**src/rtl/param_fifo_pkg.sv**
```systemverilog
// Shared sizing helpers and pointer arithmetic for the parametrised FIFO.
// Pointers run 0..DEPTH-1, so DEPTH does not have to be a power of two.
package param_fifo_pkg;

    function automatic int ptr_w(input int depth);
        return (depth < 2) ? 1 : $clog2(depth);
    endfunction

    // The level counter must be able to hold DEPTH itself, hence DEPTH+1.
    function automatic int lvl_w(input int depth);
        return $clog2(depth + 1);
    endfunction

    function automatic int unsigned next_ptr(input int unsigned ptr, input int unsigned depth);
        return (ptr == depth - 1) ? 0 : ptr + 1;
    endfunction

endpackage

```
**src/rtl/param_fifo_if.sv**
```systemverilog
// Producer/consumer-side bundle of the FIFO; master drives requests, slave is the FIFO.
interface param_fifo_if
    import param_fifo_pkg::*;
#(
    parameter int WIDTH = 4,
    parameter int DEPTH = 4,
    localparam int LW = lvl_w(DEPTH)
) ();

    logic             flush;
    logic             clr_err;
    logic             write_en;
    logic [WIDTH-1:0] write_data;
    logic             read_en;
    logic [WIDTH-1:0] read_data;
    logic             full;
    logic             empty;
    logic             almost_full;
    logic             almost_empty;
    logic [LW-1:0]    level;
    logic             overflow;
    logic             underflow;

    modport master (
        output flush, clr_err, write_en, write_data, read_en,
        input  read_data, full, empty, almost_full, almost_empty, level, overflow, underflow
    );

    modport slave (
        input  flush, clr_err, write_en, write_data, read_en,
        output read_data, full, empty, almost_full, almost_empty, level, overflow, underflow
    );

endinterface

```
**src/rtl/param_fifo_wrap_ctr.sv**
```systemverilog
// Pointer counter that wraps DEPTH-1 -> 0; sync clear has priority over enable.
module fifo_wrap_ctr
    import param_fifo_pkg::*;
#(
    parameter int DEPTH = 4,
    localparam int PW = ptr_w(DEPTH)
) (
    input  logic          clk,
    input  logic          rstN,
    input  logic          clr,
    input  logic          en,
    output logic [PW-1:0] cnt
);

    // NOTE: sequential state uses non-blocking assignments so every register samples pre-edge values.
    always_ff @(posedge clk or negedge rstN) begin
        if (!rstN)
            cnt <= '0;
        else if (clr)
            cnt <= '0;
        else if (en)
            cnt <= PW'(next_ptr(32'(cnt), 32'(DEPTH)));
    end

endmodule

```
**src/rtl/param_fifo.sv**
```systemverilog
// Parametrised single-clock FIFO with show-ahead read, empty bypass, flush and sticky errors.
module param_fifo
    import param_fifo_pkg::*;
#(
    parameter int WIDTH     = 4,
    parameter int DEPTH     = 4,
    parameter int AF_THRESH = 3,
    parameter int AE_THRESH = 1
) (
    input logic          clk,
    input logic          rstN,
    param_fifo_if.slave  bus
);

    localparam int PW = ptr_w(DEPTH);
    localparam int LW = lvl_w(DEPTH);

    logic [WIDTH-1:0] mem [DEPTH];
    logic [PW-1:0]    wr_ptr;
    logic [PW-1:0]    rd_ptr;
    logic [LW-1:0]    level_q;
    logic             full;
    logic             empty;
    logic             wr_acc;
    logic             rd_acc;
    logic             ovf_set;
    logic             unf_set;
    logic             ovf_q;
    logic             unf_q;

    // Flags come from the registered level only; pointers alone cannot tell full from empty.
    assign full  = (level_q == LW'(DEPTH));
    assign empty = (level_q == '0);

    // NOTE: every always_comb output gets a default first, so no path can infer a latch.
    always_comb begin
        wr_acc  = 1'b0;
        rd_acc  = 1'b0;
        ovf_set = 1'b0;
        unf_set = 1'b0;
        if (!bus.flush) begin
            wr_acc  = bus.write_en & (!full | bus.read_en);
            rd_acc  = bus.read_en & (!empty | bus.write_en);
            ovf_set = bus.write_en & full & !bus.read_en;
            unf_set = bus.read_en & empty & !bus.write_en;
        end
    end

    fifo_wrap_ctr #(.DEPTH(DEPTH)) u_wr_ctr (
        .clk  (clk),
        .rstN (rstN),
        .clr  (bus.flush),
        .en   (wr_acc),
        .cnt  (wr_ptr)
    );

    fifo_wrap_ctr #(.DEPTH(DEPTH)) u_rd_ctr (
        .clk  (clk),
        .rstN (rstN),
        .clr  (bus.flush),
        .en   (rd_acc),
        .cnt  (rd_ptr)
    );

    // NOTE: storage is deliberately not reset; level gates every read, so stale words are never visible.
    always_ff @(posedge clk) begin
        if (wr_acc)
            mem[wr_ptr] <= bus.write_data;
    end

    always_ff @(posedge clk or negedge rstN) begin
        if (!rstN)
            level_q <= '0;
        else if (bus.flush)
            level_q <= '0;
        else if (wr_acc && !rd_acc)
            level_q <= level_q + LW'(1);
        else if (rd_acc && !wr_acc)
            level_q <= level_q - LW'(1);
    end

    // A new error in the clr_err cycle wins; flush leaves the flags alone.
    always_ff @(posedge clk or negedge rstN) begin
        if (!rstN) begin
            ovf_q <= 1'b0;
            unf_q <= 1'b0;
        end else begin
            if (ovf_set)
                ovf_q <= 1'b1;
            else if (bus.clr_err)
                ovf_q <= 1'b0;
            if (unf_set)
                unf_q <= 1'b1;
            else if (bus.clr_err)
                unf_q <= 1'b0;
        end
    end

    // On empty, an accepted read can only be the same-cycle bypass of write_data.
    always_comb begin
        bus.read_data = '0;
        if (!empty)
            bus.read_data = mem[rd_ptr];
        else if (rd_acc)
            bus.read_data = bus.write_data;
    end

    assign bus.full         = full;
    assign bus.empty        = empty;
    assign bus.almost_full  = (level_q >= LW'(AF_THRESH));
    assign bus.almost_empty = (level_q <= LW'(AE_THRESH));
    assign bus.level        = level_q;
    assign bus.overflow     = ovf_q;
    assign bus.underflow    = unf_q;

endmodule

```
**src/flat_wrapper.sv**
```systemverilog
// flat-port wrapper written by rule: the top's interface ports become plain ports
module param_fifo_flat import param_fifo_pkg::*;
#(
    parameter int WIDTH     = 4,
    parameter int DEPTH     = 4,
    parameter int AF_THRESH = 3,
    parameter int AE_THRESH = 1
)
  (clk, rstN, bus_flush, bus_clr_err, bus_write_en, bus_write_data, bus_read_en, bus_read_data, bus_full, bus_empty, bus_almost_full, bus_almost_empty, bus_level, bus_overflow, bus_underflow);
  param_fifo_if #(.WIDTH(WIDTH), .DEPTH(DEPTH)) bus_i ();
  input logic clk;
  input logic rstN;
  input wire logic [$bits(bus_i.flush)-1:0] bus_flush;
  input wire logic [$bits(bus_i.clr_err)-1:0] bus_clr_err;
  input wire logic [$bits(bus_i.write_en)-1:0] bus_write_en;
  input wire logic [$bits(bus_i.write_data)-1:0] bus_write_data;
  input wire logic [$bits(bus_i.read_en)-1:0] bus_read_en;
  output wire logic [$bits(bus_i.read_data)-1:0] bus_read_data;
  output wire logic [$bits(bus_i.full)-1:0] bus_full;
  output wire logic [$bits(bus_i.empty)-1:0] bus_empty;
  output wire logic [$bits(bus_i.almost_full)-1:0] bus_almost_full;
  output wire logic [$bits(bus_i.almost_empty)-1:0] bus_almost_empty;
  output wire logic [$bits(bus_i.level)-1:0] bus_level;
  output wire logic [$bits(bus_i.overflow)-1:0] bus_overflow;
  output wire logic [$bits(bus_i.underflow)-1:0] bus_underflow;
  assign bus_i.flush = bus_flush;
  assign bus_i.clr_err = bus_clr_err;
  assign bus_i.write_en = bus_write_en;
  assign bus_i.write_data = bus_write_data;
  assign bus_i.read_en = bus_read_en;
  assign bus_read_data = bus_i.read_data;
  assign bus_full = bus_i.full;
  assign bus_empty = bus_i.empty;
  assign bus_almost_full = bus_i.almost_full;
  assign bus_almost_empty = bus_i.almost_empty;
  assign bus_level = bus_i.level;
  assign bus_overflow = bus_i.overflow;
  assign bus_underflow = bus_i.underflow;
  param_fifo #(.WIDTH(WIDTH), .DEPTH(DEPTH), .AF_THRESH(AF_THRESH), .AE_THRESH(AE_THRESH)) u_core (.clk(clk), .rstN(rstN), .bus(bus_i));
endmodule
```
**config.mk**
```make
export PLATFORM = sky130hd
export DESIGN_NAME = param_fifo_flat
export DESIGN_NICKNAME = d
export VERILOG_FILES = /design/src/rtl/param_fifo_pkg.sv /design/src/rtl/param_fifo_if.sv /design/src/rtl/param_fifo_wrap_ctr.sv /design/src/rtl/param_fifo.sv /design/src/flat_wrapper.sv
export SDC_FILE = /design/constraint.sdc
export NUM_CORES = 1
export LEC_CHECK = 0
export CORE_MARGIN = 2
export CORE_UTILIZATION = 34
export DETAILED_ROUTE_END_ITERATION = 8
export PLACE_DENSITY = 0.51
export SLEW_MARGIN = 25
export SYNTH_ARGS = -nofsm -noshare
export SYNTH_HDL_FRONTEND = slang
export SYNTH_SLANG_ARGS = --single-unit
```
**constraint.sdc**
```tcl
create_clock -name clk -period 2.5 [get_ports clk]
set_clock_uncertainty 0.05 [all_clocks]
set_input_delay 0.25 -clock clk [delete_from_list [all_inputs] [get_ports clk]]
set_output_delay 0.25 -clock clk [all_outputs]
set_load 0.01 [all_outputs]
```
# Word-level counts from Yosys, hierarchy flattened
# Memories as Yosys holds them, arrays and structs flattened.
# Index checks and enable logic that the tools add are counted.
# op_classes
add_sub_neg	4
magnitude_cmp	2
n_eq_ne	3
mux	20
n_bitwise	8
reduce_logical	14
# op_table
op	n
$mux 2	6
$mux 1	9
$mux 3	3
$mux 4	2
$reduce_bool 2->1	4
$and 1x1->1	6
$logic_not 1->1	6
$add 2x1->2 const B	2
$eq 2x2->1 const B	2
$add 3x1->3 const B	1
$eq 3x3->1 const B	1
$ge 3x2->1 const B	1
$le 3x1->1 const B	1
$logic_not 3->1	1
$reduce_bool 3->1	1
$sub 3x1->3 const B	1
$logic_and 1x1->1	2
$or 1x1->1	2
# word_totals
reg_bits	9
ramBits	16
output_inout_bits	13
word_cells	57
memories	1
# memory_table
name	words	word_bits	rd	rd_ports_with_merged_regs	wr	line	source
u_core.mem	4	4	1	0	1	param_fifo.sv:18	logic [WIDTH-1:0] mem [DEPTH];

# Logic depth before layout (Yosys ltp)
# logic_depth
depth_word	10
ltp_mapped	7

# By module
# Synthesis repeated with hierarchy kept, for this count alone.
# unflattened
hier_cells	112
area_unflattened_um2	1341.3
# modules_own_cells
mod	n_inst	cells_per_inst	area_per_inst_um2	seq_area_each_um2
param_fifo	1	96	1141.1	605.6
fifo_wrap_ctr	2	8	100.1	50.0

# Least setup slack after synthesis
# No wires, ideal clock.
# synth_path
kind	register -> register
start	register u_core.level_q[0], in the netlist u_core.bus.level[0]
end	register u_core.level_q[1], in the netlist u_core.bus.level[1]
arrival_time_ns	1.793
required_time_ns	2.363
path_slack_ns	0.570
stages_incl_launch_ff	6
path_buffers	0
synth_period_minus_slack_ns	1.930
path_cell_list	dfrtp_1 -> inv_1 -> ha_1 -> or3b_1 -> a221o_1 -> a211oi_2
# synth_via
elab_chain_len	9
word_cells_on_any_way	20
# synth_lines
element	line	source
from (decl)	param_fifo.sv:21	logic [LW-1:0] level_q;
from (signal assigned)	param_fifo.sv:77	level_q <= level_q + LW'(1);
from (signal assigned)	param_fifo.sv:79	level_q <= level_q - LW'(1);
$logic_not 3->1	param_fifo.sv:33	assign empty = (level_q == '0);
$logic_not 1->1	param_fifo.sv:43	rd_acc = bus.read_en & (!empty | bus.write_en);
$or 1x1->1	param_fifo.sv:43	
$and 1x1->1	param_fifo.sv:43	
$mux 1	param_fifo.sv:41	if (!bus.flush) begin
$logic_not 1->1	param_fifo.sv:76	else if (wr_acc && !rd_acc)
$logic_and 1x1->1	param_fifo.sv:76	
$mux 3	param_fifo.sv:76	
$mux 3	param_fifo.sv:74	else if (bus.flush)
# Parallel ways exist; a longest one is shown, timed or not. The select of a mux whose other input is x is not followed.
# A chain may end at the register's enable or synchronous reset.

# Worst setup path after layout
# layout_path
start	register u_core.u_rd_ctr.cnt[0]
end	output bus_read_data[0]
# layout_via
elab_chain_len	2
# layout_lines
element	line	source
from (decl)	param_fifo_wrap_ctr.sv:12	output logic [PW-1:0] cnt
from (signal assigned)	param_fifo_wrap_ctr.sv:22	cnt <= PW'(next_ptr(32'(cnt), 32'(DEPTH)));
$mem_v2 4x4	-	
$mux 4	param_fifo.sv:102	if (!empty)
to (decl)	flat_wrapper.sv:18	output wire logic [$bits(bus_i.read_data)-1:0] bus_read_data;
# Every way passes these cells.

==> impl_results.md <==
- Final period util: 93.5%
- Die X: 68 um
- CTS tree: built
- Relative slew slack: 67.8%
- Final hold slack: 0.242 ns
- Status: finished clean
- Post-Syn Instances: approximately 120
- Detailed-route via count: just under 1,000
- Average cell area after synthesis: 11.5 um^2
- Cell row count: 23
- Setup crit start: u_core.u_rd_ctr.cnt[0]
- Nets: approximately 170
- First-iteration detailed-routing DRC count: 45
- TritonRoute pass-1 iters: 4
- Maximum vdd ir drop: 0.205 mV
- Worst r2r src: u_core.bus.level[0]
- Reg clk slew, reported paths: approximately 0.10 ns
- Required @ worst endpoint: 2.20 ns
- Final count of pins violating max slew: 0
- Synthesized flop and latch total: 25
- Worst path max stage delay: 0.57 ns
- Total Wirelength: 2920 um
- Post-Synth Simple-Gate Area: 17.3%
- Grt ovf: 0
- Slowest-stage cell, CP: dfrtp_1
- Most frequent cells in the layout: 22 x clkdlybuf4s50_1, 16 x edfxtp_1, 10 x ha_1
- Synth top area share: 34.5%
- I/O Buffers: 22
- Crit Path Class: flip-flop to primary output
- Post-synthesis adder-cell area fraction: about 9.0%
- Root buffer cell: clkbuf_8
- Vias in the first global route: 1,029
- Crit-path max FO: 7
- Main combinational cell family by area after synthesis: simple AND/OR/NAND/NOR gates
- Worst-Margin Slew: 0.482 ns
- Ranking of synthesized cells by area: edfxtp_1 35%, dfrtp_1 16%, ha_1 9.0%
- Class of the worst hold path: input port to asynchronous set/reset pin
- Sequential area share after synthesis: 50.7%
- Clock Latency Late Sink: 0.27 ns
- Die height: 68 um
- CTS Buffer Depth: 2
- Ys Warns: 0
- Post-Synth XOR/XNOR Area: under 10%
- Fmax: 0.428 GHz
- Area grow syn2layout: 25.0%
- Number of synthesized flops with an enable pin: 16
- Initial Util: 35.1%
- CTS sink cnt: 25
- Cell Area, Synth: 1390 um^2
- PD cells: 705 nW/um^2
- Post-DR vias/cell: 5.05
- Worst EP arrival: between 2 and 2.5 ns
- Final HPWL DP: 2150 um
- Multiplexer share of the synthesized area: 7.28%
- Initial antenna violation count: 0
- Leak: 0.663 nW
- Critical Path, Cell by Cell: mux4_2, nand2_1, o21ai_1, clkdlybuf4s50_1
- Async SR Flop Fraction: 36.0%
- Syn Nets: around 140
- Unique cell type count in the Yosys netlist: 36
- N_diodes: 0
- # Post-CTS Setup Buffers: 0
- CP endpoint kind: primary output
- Pin count of the biggest net entering global routing: 17
- Core area: around 4000 um^2
- Total Routing Usage GR: between 10 and 15%
- First-pass GRT wire length: 5030 um
- Share of cells above drive strength 1: between 15 and 20%
- # DRC: 0
- Die area: 4620 um^2
- # IOs: 23
- Final Critical Period: approximately 2.3 ns
- RSZ-0062 raised after global routing: no
- Fin. Hold Viols: 0
- Worst path bufs/invs: 1
- Number of setup violations in the final report: 0
- Compound-gate portion of the synthesized area: 9.88%
- Top delay family on crit path: flip-flops
- Routability congestion estimate: 0.760
- Antenna Nets Post-Route: 0
- Maxcap violations: 0
- Ys flop type: edfxtp_1
- Average wire per standard cell: 14.8 um
- Most common cell after layout, fill and taps aside: clkdlybuf4s50_1
- Cell taking the most area after synthesis: edfxtp_1
- Num CTS Buffers: 3
- Post-Route Setup TNS: 0 ns
- Setup crit start kind: flip-flop
- H-tree depth: 1
==> timing repair <==
| item | CTS | global route |
|---|---|---|
| hold buffers | 0 | 0 |
| endpoints found under the setup margin | 0 | 1 |
| gates resized for setup | 0 | 2 |
==> stage by stage <==
stage | worst slack, ns | utilization (%) | cell area, um^2 | cells | total power, mW
global route | 0.0455 | 43.8 | 1740 | 197 | 1.31
detailed placement | 0.165 | 42.6 | 1690 | 193 | 0.976
global placement | 0.193 | 42.6 | 1690 | 193 | 0.965
finish | 0.162 | 43.8 | 1740 | 197 | 1.23
floorplan | 0.570 | - | 1390 | 121 | 0.762
CTS | 0.131 | 43.8 | 1740 | 197 | 1.23
==> cells in the mapped netlist, types with 2 or more instances <==
master,number
a21oi_1,6
and2_1,6
buf_2,3
clkbuf_1,2
dfrtp_1,9
edfxtp_1,16
ha_1,10
inv_1,5
inv_2,4
mux4_2,4
nand2_1,9
nand2b_1,2
nand3_1,2
nand3b_1,4
nor2_1,6
o21ai_0,3
o21ai_1,8
or3b_1,2
or4_1,2
xnor2_1,2
==> cells by family (layout without fill, tap and decap cells) <==
group	Yosys count	in the layout
buffers and inverters	15	41
adder cells (fa/ha/maj)	10	10
flip-flops	25	25
AND/OR/NAND/NOR	41	41
XOR/XNOR	2	2
AO/OA/AOI/OAI	23	23
multiplexers	5	5
==> routing by layer <==
| layer | global-route usage, % | up-vias | part of all wire [%] |
|---|---|---|---|
| li1 | - | 489 | - |
| met1 | 20.9 | 485 | 47 |
| met2 | 22.8 | 14 | 48 |
| met3 | 2.14 | 7 | 2.7 |
| met4 | 6.75 | 0 | 2.7 |
| met5 | 0 | - | 0 |
==> report_power, final <==
group	switching [mW]	leakage (nW)	internal (mW)
Sequential	0.0331	0.267	0.468
Combinational	0.221	0.370	0.243
Clock	0.144	0.0261	0.117
==> final cells by class <==
type / count / area, um^2
Fill cell: 383 / 2230
Sequential cell: 25 / 706
Multi-Input combinational cell: 81 / 623
Timing Repair Buffer: 28 / 265
Tap cell: 50 / 62.6
Clock buffer: 3 / 41.3
Inverter: 9 / 33.8
Clock inverter: 1 / 8.76
==> worst register-to-register path, stage by stage, from the launching register on <==
cell and delay, ns:
dfrtp_1 0.44, inv_2 0.09, ha_1 0.22, buf_4 0.17, and3b_1 0.22, nor3_1 0.24
and2_1 0.32
==> path summary, 6_finish.rpt <==
kind,end,slack [ns],cells past startpoint
setup / recovery,bus_read_data[0],0.16,4
hold / removal,u_core.u_wr_ctr.cnt[1],0.24,1
setup reg to reg,u_core.mem[2][0],0.46,6
hold reg to reg,u_core.bus.underflow,0.47,2
max in group asynchronous,u_core.bus.level[1],1.84,1
min in group clk,u_core.bus.underflow,0.47,2
==> flip-flops by register name, summed over array words and instances, names as in the netlist <==
signal,flops
u_core.u_rd_ctr.cnt,2
u_core.bus.underflow,1
u_core.bus.overflow,1
u_core.u_wr_ctr.cnt,2
u_core.bus.level,3
u_core.mem,16
(Power assumes the default switching activity.)
